## src/rtl/bf16_mac_pkg.sv

```systemverilog
// -----------------------------------------------------------------------------
// bf16_mac_pkg
// Shared definitions for the bfloat16 dot-product sequencer and its benches:
//   - seq_state_t : sequencer state encoding (IDLE/RUN/DRAIN/DONE)
//   - BF16_ZERO   : bfloat16 +0.0
//   - CNTL_ACC    : bfloat_mac2 cntl value for out <= out + a*b
//   - CNTL_LOAD   : bfloat_mac2 cntl value for out <= a*b
//   - BF16_ONE/HALF/TWO : handy bfloat16 constants for directed tests
// -----------------------------------------------------------------------------
package bf16_mac_pkg;

    typedef enum logic [1:0] {
        S_IDLE  = 2'd0,
        S_RUN   = 2'd1,
        S_DRAIN = 2'd2,
        S_DONE  = 2'd3
    } seq_state_t;

    localparam logic [15:0] BF16_ZERO = 16'h0000;
    localparam logic [15:0] BF16_ONE  = 16'h3F80;
    localparam logic [15:0] BF16_HALF = 16'h3F00;
    localparam logic [15:0] BF16_TWO  = 16'h4000;

    localparam logic CNTL_ACC  = 1'b0;
    localparam logic CNTL_LOAD = 1'b1;

endpackage

```

## src/rtl/bf16_dot_seq.sv

```systemverilog
// -----------------------------------------------------------------------------
// bf16_dot_seq
// Time-shares one bfloat_mac2 multiply-accumulate unit to compute one
// bfloat16 dot product per job.
//
// Ports:
//   clk, rst_n            clock (rising edge), asynchronous active-low reset
//   job_valid/job_ready   job request handshake, job_len = number of pairs
//   op_valid/op_ready     operand pair handshake, op_a/op_b bfloat16 operands
//   mac_a/mac_b/mac_cntl  drive the MAC inputs (combinational)
//   mac_out               registered MAC accumulator output
//   res_valid/res_ready   result handshake, res_data = bfloat16 dot product
//   busy                  high whenever the sequencer is not idle
//
// The first accepted pair of every job uses CNTL_LOAD, so whatever the MAC
// held before (including a job cut short by reset) never leaks into a result.
// Bubbles and all non-RUN cycles feed +0 * +0 with CNTL_ACC so the
// accumulator holds its value.
// -----------------------------------------------------------------------------
module bf16_dot_seq
    import bf16_mac_pkg::*;
#(
    parameter int   LEN_W     = 8,
    parameter int   MAC_LAT   = 1,
    parameter logic CNTL_ACC  = bf16_mac_pkg::CNTL_ACC,
    parameter logic CNTL_LOAD = bf16_mac_pkg::CNTL_LOAD
) (
    input  logic             clk,
    input  logic             rst_n,
    input  logic             job_valid,
    output logic             job_ready,
    input  logic [LEN_W-1:0] job_len,
    input  logic             op_valid,
    output logic             op_ready,
    input  logic [15:0]      op_a,
    input  logic [15:0]      op_b,
    output logic [15:0]      mac_a,
    output logic [15:0]      mac_b,
    output logic             mac_cntl,
    input  logic [15:0]      mac_out,
    output logic             res_valid,
    input  logic             res_ready,
    output logic [15:0]      res_data,
    output logic             busy
);

    // Drain counter must hold MAC_LAT; keep at least one bit for MAC_LAT=0.
    localparam int DRAIN_W = (MAC_LAT < 1) ? 1 : $clog2(MAC_LAT + 1);

    seq_state_t         state_q,     state_d;
    logic [LEN_W-1:0]   remaining_q, remaining_d;
    logic               first_q,     first_d;
    logic [DRAIN_W-1:0] drain_q,     drain_d;
    logic [15:0]        res_data_q,  res_data_d;

    // State register and datapath flops, cleared asynchronously.
    always_ff @(posedge clk or negedge rst_n) begin
        if (!rst_n) begin
            state_q     <= S_IDLE;
            remaining_q <= {LEN_W{1'b0}};
            first_q     <= 1'b0;
            drain_q     <= {DRAIN_W{1'b0}};
            res_data_q  <= BF16_ZERO;
        end else begin
            state_q     <= state_d;
            remaining_q <= remaining_d;
            first_q     <= first_d;
            drain_q     <= drain_d;
            res_data_q  <= res_data_d;
        end
    end

    // Next-state logic and MAC input steering.
    always_comb begin
        state_d     = state_q;
        remaining_d = remaining_q;
        first_d     = first_q;
        drain_d     = drain_q;
        res_data_d  = res_data_q;
        mac_a       = BF16_ZERO;
        mac_b       = BF16_ZERO;
        mac_cntl    = CNTL_ACC;

        case (state_q)
            S_IDLE: begin
                if (job_valid) begin
                    if (job_len == {LEN_W{1'b0}}) begin
                        res_data_d = BF16_ZERO;
                        state_d    = S_DONE;
                    end else begin
                        remaining_d = job_len;
                        first_d     = 1'b1;
                        state_d     = S_RUN;
                    end
                end else begin
                    state_d = S_IDLE;
                end
            end

            S_RUN: begin
                if (op_valid) begin
                    mac_a       = op_a;
                    mac_b       = op_b;
                    mac_cntl    = first_q ? CNTL_LOAD : CNTL_ACC;
                    first_d     = 1'b0;
                    remaining_d = remaining_q - {{(LEN_W-1){1'b0}}, 1'b1};
                    if (remaining_q == {{(LEN_W-1){1'b0}}, 1'b1}) begin
                        drain_d = DRAIN_W'(MAC_LAT);
                        state_d = S_DRAIN;
                    end else begin
                        state_d = S_RUN;
                    end
                end else begin
                    // Bubble: zeros with ACC leave the accumulator unchanged.
                    state_d = S_RUN;
                end
            end

            S_DRAIN: begin
                // The last product reaches mac_out MAC_LAT cycles after the
                // final pair; capture one cycle after the count runs out.
                if (drain_q == {DRAIN_W{1'b0}}) begin
                    res_data_d = mac_out;
                    state_d    = S_DONE;
                end else begin
                    drain_d = drain_q - {{(DRAIN_W-1){1'b0}}, 1'b1};
                end
            end

            S_DONE: begin
                if (res_ready) begin
                    state_d = S_IDLE;
                end else begin
                    state_d = S_DONE;
                end
            end

            default: begin
                state_d = S_IDLE;
            end
        endcase
    end

    // Handshake flags decode directly from the state flop.
    assign job_ready = (state_q == S_IDLE);
    assign op_ready  = (state_q == S_RUN);
    assign res_valid = (state_q == S_DONE);
    assign busy      = (state_q != S_IDLE);
    assign res_data  = res_data_q;

endmodule

```

## config.mk

```make
export PLATFORM = sky130hd
export DESIGN_NAME = bf16_dot_seq
export DESIGN_NICKNAME = d
export VERILOG_FILES = /design/src/rtl/bf16_mac_pkg.sv /design/src/rtl/bf16_dot_seq.sv
export SDC_FILE = /design/constraint.sdc
export NUM_CORES = 1
export LEC_CHECK = 0
export CORE_MARGIN = 2
export CORE_UTILIZATION = 37
export DETAILED_ROUTE_END_ITERATION = 10
export PLACE_DENSITY = 0.95
export SLEW_MARGIN = 0
export SYNTH_ARGS = -nofsm -noshare
export SYNTH_HDL_FRONTEND = slang
export SYNTH_SLANG_ARGS = --single-unit
```

## constraint.sdc

```tcl
create_clock -name clk -period 4.55 [get_ports clk]
set_clock_uncertainty 0.05 [all_clocks]
set_input_delay 0.91 -clock clk [delete_from_list [all_inputs] [get_ports clk]]
set_output_delay 0.91 -clock clk [all_outputs]
set_load 0.01 [all_outputs]
```

# After elaboration in Yosys (flattened, before gate mapping)
# Index checks and enable logic that the tools add are counted.
# totals
ff_bits	28
inputBits	61
out_inout_bits	53
word_cells	56
# classes
addsub	2
eq_ne	10
muxes	30
n_reduce_logical	9
# ops
op	count
2-to-1 mux 16 bit	7
case mux 16 bit (2 select lines)	1
2-to-1 mux 8 bit	3
case mux 8 bit (2 select lines)	1
2-to-1 mux 2 bit	6
2-to-1 mux 1 bit	9
equality test 8 x 1 -> 1 bit, second input constant	1
zero test 8 bit	1
inequality test 2 bit, second input constant	4
case mux 2 bit (4 select lines)	1
AND reduction 4 bit	2
nonzero test 2 bit	4
subtractor 8 x 1 -> 8 bit, second input constant	1
equality test 2 bit, second input constant	2
inequality test 2 x 1 -> 1 bit, second input constant	2
case mux 1 bit (2 select lines)	2
AND reduction 3 bit	1
equality test 2 x 1 -> 1 bit, second input constant	1
zero test 2 bit	1
subtractor 1 bit, second input constant	1

# Logic depth before layout (Yosys ltp)
# Gate-level depths: netlist of run 1.
# logic_depth
word_depth	4
depth_mapped	7
depth_no_buf	6

# Worst setup path before layout of run 1
# OpenSTA, ideal clock, no wires.
# synth_path
kind	in2out
startpoint	input op_valid
endpoint	output mac_b[10]
t_arrival_ns	1.311
t_required_ns	3.590
path_slack_ns	2.279
path_stages	2
path_buffers	1
cell_sequence	clkbuf_1 > and3_1
# synth_via
elab_chain_cells	2
# synth_rtl
element	line_no	text
start: declaration	bf16_dot_seq.sv:33	input logic op_valid,
2-to-1 mux 16 bit	bf16_dot_seq.sv:101	if (op_valid) begin
2-to-1 mux 16 bit	bf16_dot_seq.sv:84	case (state_q)
end: declaration	bf16_dot_seq.sv:38	output logic [15:0] mac_b,
# Every way passes these cells.

# Worst setup path in the final report of run 1
# layout_path
startpoint	input op_valid
endpoint	output mac_a[7]
# layout_via
elab_chain_cells	2
# layout_rtl
element	line_no	text
2-to-1 mux 16 bit	bf16_dot_seq.sv:101	
2-to-1 mux 16 bit	bf16_dot_seq.sv:84	
end: declaration	bf16_dot_seq.sv:37	output logic [15:0] mac_a,
# Every way passes these cells.

==> impl_metrics.py, run 1 <==
metrics = {
    "drt": {
        "wl_per_cell_um": 16.7,
        "drtIter0Drc": 203,
        "drt_pass1_iterations": 5,
        "route.detailed.drc": 0,
        "ant_nets": 0,
        "routed_wl_mm": 5.47,
        "viasPerCell": 5.50,
        "vias": 1805,
    },
    "setup_path": {
        "slowest_delay_ps": 1010,
        "cp.arrival_ps": 2760,
        "crit_chain": "clkdlybuf4s50_1, and3_1, clkdlybuf4s50_1",
        "required_ps": 3590,
        "crit_type": "primary input to output pin",
        "crit_top_cell": "clkdlybuf4s50_1",
        "crit_path_start_kind": "primary input",
        "critPathCaptureType": "output pin",
        "worstPathMaxFanout": 35,
        "r2r_cells": 3,
        "slowest_stage": "clkdlybuf4s50_1",
    },
    "cells_and_area": {
        "utilization_pct": 69.2,
        "fillers": 312,
        "design_area_mm2": 0.00281,
        "final_nets": 342,
        "area_growth_pct": 78.1,
        "diodes": 0,
        "drive_above_1_share_pct": 5.40,
    },
    "logic_synthesis": {
        "synthTopCellsByArea": "dfrtp_1 44%, and3_1 13%, a22o_1 9.4%",
        "synth_cells": 171,
        "yosys-top-cells-count": "34 x and3_1, 28 x dfrtp_1, 17 x a22o_1, 10 x nand2_1, 10 x o21ai_0",
        "synth_edf_count": 0,
        "synthesis.nets": 234,
        "synthesis.area_mm2": 0.00158,
        "yosysTopAreaCellShare_pct": 44.4,
        "synth.distinct_cells": 35,
        "seq_area_frac_synth_pct": 44.4,
        "avgSynthCellArea_um2": 9.22,
        "yosysMostFrequentCell": "and3_1",
        "ys_seq_elements": 28,
        "async_reset_ff_share_pct": 100,
        "yosysTopAreaCell": "dfrtp_1",
        "synth_ff_type": "dfrtp_1",
        "ys_warn_count": 0,
    },
    "timing": {
        "post-route-min-period_ps": 3720,
        "hold_viol_final": 0,
        "worst_pin_slew_ps": 1140,
        "maxSlewHeadroom_pct": 23.8,
        "whs_ps": 459,
        "period_share_pct": 81.8,
        "rsz0062_at_grt": "no",
        "setup_violations": 0,
        "fmax_ghz": 0.269,
        "tns_ps": 0,
        "slew_viol_final": 0,
    },
    "cts": {
        "cts_max_level": 1,
        "cts_setup_buffers": 0,
        "holdBufCountCts": 0,
        "clk-insertion-delay-late_ps": 280,
        "cts_made_buffers": 3,
        "path_clk_slew_ps": 90,
        "cts_tree": "built",
        "cts-root-buf": "clkbuf_8",
        "clockBufferDepth": 2,
        "cts.sinks": 28,
        "ctsResizeCount": 0,
    },
    "flow_run": {
        "max-cap-violations": 0,
    },
    "die": {
        "die-area_mm2": 0.00480,
        "core-area_mm2": 0.00406,
        "rows": 23,
        "io_pins": 114,
        "start_util_pct": 38.9,
        "fp.dieW_um": 69.3,
        "die_h_um": 69.3,
    },
    "power": {
        "leakage_uw": 0.00125,
        "powerDensity_mw_per_mm2": 385,
        "peakVddDrop_uv": 217,
    },
    "place": {
        "dp_hpwl_mm": 4.19,
        "finalWeightedCongestion": 0.868,
        "placed_cell_area_mm2": 0.00274,
        "io_buffers": 113,
    },
    "global_route": {
        "grt_pass1_wl_mm": 8.85,
        "antenna_found_initial": 0,
        "grt_pass1_vias": 1869,
        "grt_usage_pct": 22.1,
        "gr-total-overflow": 0,
        "grt_max_degree": 46,
    },
    "run_status": {
        "status": "completed",
    },
    "hold_path": {
        "min_path_cells": 1,
        "hp-class": "flip-flop to flip-flop",
    },
}
-- worst paths after layout --
path,start,to,slack (ps)
max,op_valid,mac_a[7],830
min,res_data[4],res_data[4],460
max reg2reg,state_q[1],res_data[14],2340
min reg2reg,res_data[4],res_data[4],460
max in group asynchronous,rst_n,res_data[15],2570
min in group asynchronous,rst_n,res_data[7],1180
-- sequential cells by signal, summed over array words and instances, names as in the netlist --
name and flops:
res_data 16, remaining_q 8, state_q 2, drain_q 1, first_q 1
-- area by class of cell --
| class | instances | area, um2 | area share, % |
|---|---|---|---|
| clock buffers | 3 | 41.3 | 1.47 |
| multi-input cells | 126 | 808 | 28.8 |
| flip-flops and latches | 28 | 701 | 25.0 |
| clock inverters | 1 | 30.0 | 1.07 |
| inverters | 5 | 18.8 | 0.668 |
| well taps | 50 | 62.6 | 2.23 |
| repair buffers | 115 | 1150 | 40.8 |
-- routing by layer --
layer  part of all wire, %  global-route usage [%]  up-vias  wire, um
met5                     0                       0        -         0
met4                   2.5                    7.84        0       137
met3                   4.9                    4.36       14       268
met2                    53                    38.4       82      2890
met1                    40                    27.1      860      2180
li1                      -                       -      849         -
-- cell usage in the layout, fill, tap and decap left out, types with 2 or more instances in the layout --
cell,count
and3_1,34
or4_1,2
clkdlybuf4s50_1,113
a22o_1,17
buf_4,2
a21oi_1,7
nor2_1,9
nand2_1,10
o31ai_1,3
a31oi_1,3
inv_1,4
dfrtp_1,28
ha_1,2
a22oi_1,2
nor3_1,5
mux2i_1,2
o22ai_1,2
clkbuf_8,3
o21ai_0,10
nor4_1,2
a31o_2,2
-- worst max-delay path: cells and delay by family --
family | cells | cell delay (ps)
buffers and inverters | 2 | 1550
and+or+nand+nor | 1 | 290
-- where the power goes --
group	switching, uW	internal, uW	total [uW]
sequential	66.1	298	364
clock	79.9	118	198
combinational	253	266	519
-- through the flow --
stage	instances	setup slack, ps	power, uW
after floorplan	171	2280	635
after global placement	324	887	850
after detailed placement	324	848	876
after CTS	328	850	1080
after global routing	328	697	1150
final	328	827	1080
-- cells by family (layout without fill, tap and decap cells) --
group                      Yosys count  in the layout  share of synthesized area, %
muxes                                2              2                          1.27
buffers and inverters               17            124                          4.28
adders and majority gates            2              2                          1.59
DFF                                 28             28                          44.4
and+or+nand+nor                     73             73                          26.7
AOI/OAI and AO/OA                   49             49                          21.7
Note: power is estimated with default switching activity, not from simulation.
==> inputs of run 2 (changes only) <==
--- a/config.mk
+++ b/config.mk
@@ -6,9 +6,9 @@
 export NUM_CORES = 1
 export LEC_CHECK = 0
 export CORE_MARGIN = 2
-export CORE_UTILIZATION = 37
+export CORE_UTILIZATION = 31
 export DETAILED_ROUTE_END_ITERATION = 10
-export PLACE_DENSITY = 0.95
+export PLACE_DENSITY = 0.87
 export SLEW_MARGIN = 0
 export SYNTH_ARGS = -nofsm -noshare
 export SYNTH_HDL_FRONTEND = slang
==> constraint.sdc (replaced) <==
create_clock -name clk -period 3.2 [get_ports clk]
set_clock_uncertainty 0.05 [all_clocks]
set_input_delay 0.64 -clock clk [delete_from_list [all_inputs] [get_ports clk]]
set_output_delay 0.64 -clock clk [all_outputs]
set_load 0.01 [all_outputs]
==> run 2 against run 1 <==
Net effect:
- final area is 0.45% higher
- sequential power is 41% higher
- register-to-register slack worse by 1400 ps
- via count is 6.6% lower
- non-clock buffer count is 1 higher
- critical path depth is 1 higher
- wire length is 2.3% lower
- worst setup slack worse by 570 ps
- clock power is 11% higher
- sequential share of layout area is 0.11 points lower
- sequential cell count stayed put
- critical path type is now flip-flop to output pin
==> impl_metrics.py, run 2 (same netlist as run 1, synthesis figures left out) <==
metrics = {
    "run_status": {
        "status": "completed",
    },
    "die": {
        "start_util_pct": 32.7,
        "core-area_mm2": 0.00482,
        "rows": 25,
        "die_h_um": 75.3,
        "fp.dieW_um": 75.3,
        "io_pins": 114,
        "die-area_mm2": 0.00567,
    },
    "drt": {
        "wl_met2_mm": 2.72,
        "viasPerCell": 4.87,
        "wl_met1_mm": 2.35,
        "drt_pass1_iterations": 6,
        "route.detailed.drc": 0,
        "met3WireLength_um": 188,
        "wl_per_cell_um": 15.5,
        "drtIter0Drc": 126,
        "routed.top_layer": "met5",
        "routed_wl_mm": 5.35,
        "vias": 1686,
        "ant_nets": 0,
    },
    "cells_and_area": {
        "largest_reg_flops": 16,
        "design_area_mm2": 0.00282,
        "mostFrequentLayoutCell": "clkdlybuf4s50_1",
        "diodes": 0,
        "layout.cells.most_common_list": "113 x clkdlybuf4s50_1, 34 x and3_1, 28 x dfrtp_1",
        "final_nets": 343,
        "drive_above_1_share_pct": 5.73,
        "area_growth_pct": 78.9,
    },
    "cts": {
        "clk-insertion-delay-late_ps": 280,
        "cts.sinks": 28,
        "cts_setup_buffers": 0,
        "cts_tree": "built",
        "path_clk_slew_ps": 90,
        "ctsResizeCount": 0,
        "holdBufCountCts": 0,
        "cts_max_level": 1,
        "clockBufferDepth": 2,
        "cts_made_buffers": 3,
        "cts-root-buf": "clkbuf_8",
    },
    "place": {
        "dp_hpwl_mm": 4.05,
        "placed_cell_area_mm2": 0.00277,
        "finalWeightedCongestion": 0.855,
        "io_buffers": 113,
    },
    "setup_path": {
        "rrSetupSlack_ps": 930,
        "crit_chain": "nand2b_1, inv_2, and3_1, clkdlybuf4s50_1",
        "slowest_stage": "clkdlybuf4s50_1",
        "critPathCaptureType": "output pin",
        "slowest_delay_ps": 550,
        "crit_type": "flip-flop to output pin",
        "path_buf_inv": 2,
        "crit_path_start_kind": "flip-flop",
        "required_ps": 2510,
        "critPathLaunch": "state_q[1]",
        "worstPathMaxFanout": 45,
        "regToRegStartpoint": "state_q[1]",
        "cp.arrival_ps": 2250,
        "crit_family": "buffers and inverters",
    },
    "global_route": {
        "antenna_found_initial": 1,
        "grt_pass1_wl_mm": 7.63,
        "gr-total-overflow": 0,
        "grt_pass1_vias": 1507,
        "grt_max_degree": 46,
        "grt_usage_pct": 17.5,
    },
    "timing": {
        "post-route-min-period_ps": 2940,
        "tns_ps": 0,
        "period_share_pct": 91.9,
        "hold_viol_final": 0,
        "fmax_ghz": 0.340,
        "maxSlewHeadroom_pct": 26.3,
        "worst_pin_slew_ps": 1100,
        "slew_viol_final": 0,
        "rsz0062_at_grt": "no",
        "setup_violations": 0,
    },
    "power": {
        "powerDensity_mw_per_mm2": 518,
        "peakVddDrop_uv": 269,
        "leakage_uw": 0.00124,
    },
    "hold_path": {
        "hp-class": "flip-flop to flip-flop",
        "hp-start": "res_data[7]",
    },
    "flow_run": {
        "max-cap-violations": 0,
    },
}
run 2: per-stage QoR:
stage	std cells	utilization (%)	hold WS [ps]	power, uW	setup slack [ps]
2_1_floorplan	171	-	294	903	1300
3_5_place_dp	342	57.4	435	1240	403
4_1_cts	346	58.5	462	1460	283
5_1_grt	346	58.5	479	1560	128
6_report	346	58.5	457	1460	258
3_3_place_gp	342	57.4	433	1230	416
run 2: final timing paths:
| check | endpoint | depth (start not counted) |
|---|---|---|
| min in group asynchronous | res_data[5] | 2 |
| max reg2reg | res_data[6] | 3 |
| max in group asynchronous | remaining_q[1] | 2 |
| max | mac_b[15] | 4 |
| min reg2reg | res_data[7] | 1 |
| min | res_data[7] | 1 |
run 2: power by group:
group	total, uW	switching, uW	internal, uW	leakage, uW
Combinational	728	343	385	0.000854
Clock	220	110	110	0.0000288
Sequential	512	87.3	424	0.000362
Total	1460	540	919	0.00124
run 2: layout make-up:
cell class / count / area, um2
multi-input combinational: 126 / 808
clock buffer: 4 / 55.1
tap: 67 / 83.8
inverter: 5 / 18.8
fill: 449 / 2000
timing repair buffer: 116 / 1150
sequential: 28 / 701
run 2: layer usage:
layer	GRT usage (%)	vias up
met4	4.09	2
met1	24.4	777
met5	0	-
met2	27.7	42
li1	-	855
met3	3.97	10
==> inputs of run 3 (changes only) <==
--- a/config.mk
+++ b/config.mk
@@ -6,9 +6,9 @@
 export NUM_CORES = 1
 export LEC_CHECK = 0
 export CORE_MARGIN = 2
-export CORE_UTILIZATION = 31
+export CORE_UTILIZATION = 35
 export DETAILED_ROUTE_END_ITERATION = 10
-export PLACE_DENSITY = 0.87
+export PLACE_DENSITY = 0.92
 export SLEW_MARGIN = 0
 export SYNTH_ARGS = -nofsm -noshare
 export SYNTH_HDL_FRONTEND = slang
==> constraint.sdc (replaced) <==
create_clock -name clk -period 2.8 [get_ports clk]
set_clock_uncertainty 0.05 [all_clocks]
set_input_delay 0.56 -clock clk [delete_from_list [all_inputs] [get_ports clk]]
set_output_delay 0.56 -clock clk [all_outputs]
set_load 0.01 [all_outputs]
==> run 3 against run 2 <==
Net effect:
- utilization rose by 6.7 points
- sequential share of layout area fell by 0.20 points
- die area fell by 11%
- worst hold slack got worse by 2.7 ps
- sequential cell count unchanged
- final cell count shrank 3.5%
- clock power up 45%
- non-clock buffer count grew 3
- register-to-register slack got worse by 320 ps
- final area is 0.80% higher
- critical path type unchanged
==> impl_metrics.py, run 3 (same netlist as run 1, synthesis figures left out) <==
metrics = {
    "power": {
        "powerDensity_mw_per_mm2": 625,
        "leakage_uw": 0.00127,
        "peakVddDrop_uv": 388,
        "fin_total_pwr_uw": 1780,
        "pwr-share-clk_pct": 17.9,
        "p_sw_uw": 646,
        "p_seq_share_pct": 32.8,
        "internal-power_uw": 1130,
        "combPwrFrac_pct": 49.2,
        "switching_share_pct": 36.3,
    },
    "cells_and_area": {
        "final_nets": 346,
        "area_growth_pct": 80.3,
        "layout.cells.most_common_list": "113 x clkdlybuf4s50_1, 34 x and3_1, 28 x dfrtp_1",
        "largest_reg_flops": 16,
        "diodes": 0,
        "drive_above_1_share_pct": 6.74,
        "mostFrequentLayoutCell": "clkdlybuf4s50_1",
        "fillers": 349,
    },
    "place": {
        "io_buffers": 113,
        "finalWeightedCongestion": 0.884,
        "dp_hpwl_mm": 4.06,
    },
    "setup_path": {
        "cp.arrival_ps": 2000,
        "timing.rr.end": "res_data[7]",
        "r2r_cells": 3,
        "crit_type": "flip-flop to output pin",
        "rrSetupSlack_ps": 610,
        "crit_path_start_kind": "flip-flop",
        "worstPathMaxFanout": 35,
        "required_ps": 2190,
        "critPathCaptureType": "output pin",
        "regToRegStartpoint": "state_q[0]",
    },
    "global_route": {
        "grt_max_degree": 36,
        "grt_pass1_wl_mm": 8.08,
        "gr-total-overflow": 0,
        "antenna_found_initial": 0,
        "grt_pass1_vias": 1664,
        "grt_usage_pct": 19.8,
    },
    "drt": {
        "drtIter0Drc": 194,
        "viasPerCell": 5.31,
        "ant_nets": 0,
        "vias": 1775,
        "wl_per_cell_um": 15.9,
        "routed_wl_mm": 5.31,
        "drt_pass1_iterations": 4,
        "route.detailed.drc": 0,
    },
    "die": {
        "core-area_mm2": 0.00435,
        "die-area_mm2": 0.00506,
        "fp.dieW_um": 71.1,
        "io_pins": 114,
        "start_util_pct": 36.2,
        "rows": 24,
        "die_h_um": 71.1,
    },
    "cts": {
        "clockBufferDepth": 2,
        "clk-insertion-delay-late_ps": 280,
        "cts-root-buf": "clkbuf_8",
        "cts_made_buffers": 3,
        "cts.sinks": 28,
        "cts_tree": "built",
        "holdBufCountCts": 0,
        "path_clk_slew_ps": 90,
        "cts_max_level": 1,
    },
    "timing": {
        "maxSlewHeadroom_pct": 29.5,
        "tns_ps": 0,
        "post-route-min-period_ps": 2610,
        "fmax_ghz": 0.384,
        "rsz0062_at_grt": "no",
        "slew_viol_final": 0,
        "worst_pin_slew_ps": 1050,
        "period_share_pct": 93.1,
        "setup_violations": 0,
        "hold_viol_final": 0,
    },
    "flow_run": {
        "max-cap-violations": 0,
    },
    "hold_path": {
        "hp-class": "flip-flop to flip-flop",
        "hp-start": "res_data[14]",
        "min_path_cells": 1,
        "min_to": "res_data[14]",
    },
    "run_status": {
        "status": "completed",
    },
}
run 3: cell types whose count changed in the layout (fill, tap and decap cells not counted):
cell and change:
buf_4 +3, bufinv_16 +1, clkbuf_8 -1, inv_2 -1, inv_4 +1
run 3: layout make-up:
cell class / instances / area (um2) / share of cell area (%)
inverter: 5 / 21.3 / 0.748
multi-input combinational: 126 / 808 / 28.4
clock buffer: 3 / 41.3 / 1.45
clock inverter: 1 / 30.0 / 1.06
tap: 52 / 65.1 / 2.29
timing repair buffer: 119 / 1180 / 41.4
sequential: 28 / 701 / 24.6
run 3: layer usage:
| metal | vias up | GRT usage, % | share of wire, % |
|---|---|---|---|
| met5 | - | 0 | 0 |
| met4 | 0 | 4.61 | 1.4 |
| met3 | 8 | 3.85 | 6.9 |
| met2 | 77 | 34.5 | 51 |
| met1 | 824 | 25.6 | 40 |
| li1 | 866 | - | - |
run 3: stage by stage:
step	instances	hold slack, ps	instance area (um2)	util [%]	setup slack, ps
4_1_cts	334	462	2840	65.2	103
5_1_grt	334	475	2840	65.3	63.7
3_3_place_gp	330	434	2770	63.6	260
2_1_floorplan	171	214	1580	-	981
6_report	334	455	2840	65.3	193
3_5_place_dp	330	433	2770	63.6	249
run 3: power groups by stage:
| stage | sequential, uW | clock (uW) | combinational [uW] |
|---|---|---|---|
| floorplan | 555 | 0 | 477 |
| global placement | 582 | 0 | 828 |
| detailed placement | 587 | 0 | 853 |
| CTS | 580 | 324 | 870 |
| global route | 596 | 340 | 938 |
| finish | 584 | 319 | 875 |
run 3: repair_timing:
action                                  CTS  global route
endpoints found under the setup margin    0            33
gates resized for setup                   0             2
setup buffers                             0             0
run 3: worst max-delay path by stage:
| stage | startpoint | endpoint | slack, ps | cells after the start |
|---|---|---|---|---|
| after floorplan | state_q[0] | mac_b[10] | 980 | 5 |
| after global placement | op_valid | mac_b[7] | 260 | 4 |
| after detailed placement | op_valid | mac_b[8] | 250 | 4 |
| after CTS | state_q[0] | mac_b[8] | 100 | 4 |
| after global routing | state_q[0] | mac_a[1] | 60 | 4 |
| final | state_q[0] | mac_b[8] | 190 | 4 |
run 3: critical path: stages, from the launching register on:
cell	delay, ps
dfrtp_1	560
nand2b_1	180
inv_4	240
and3_1	200
clkdlybuf4s50_1	530
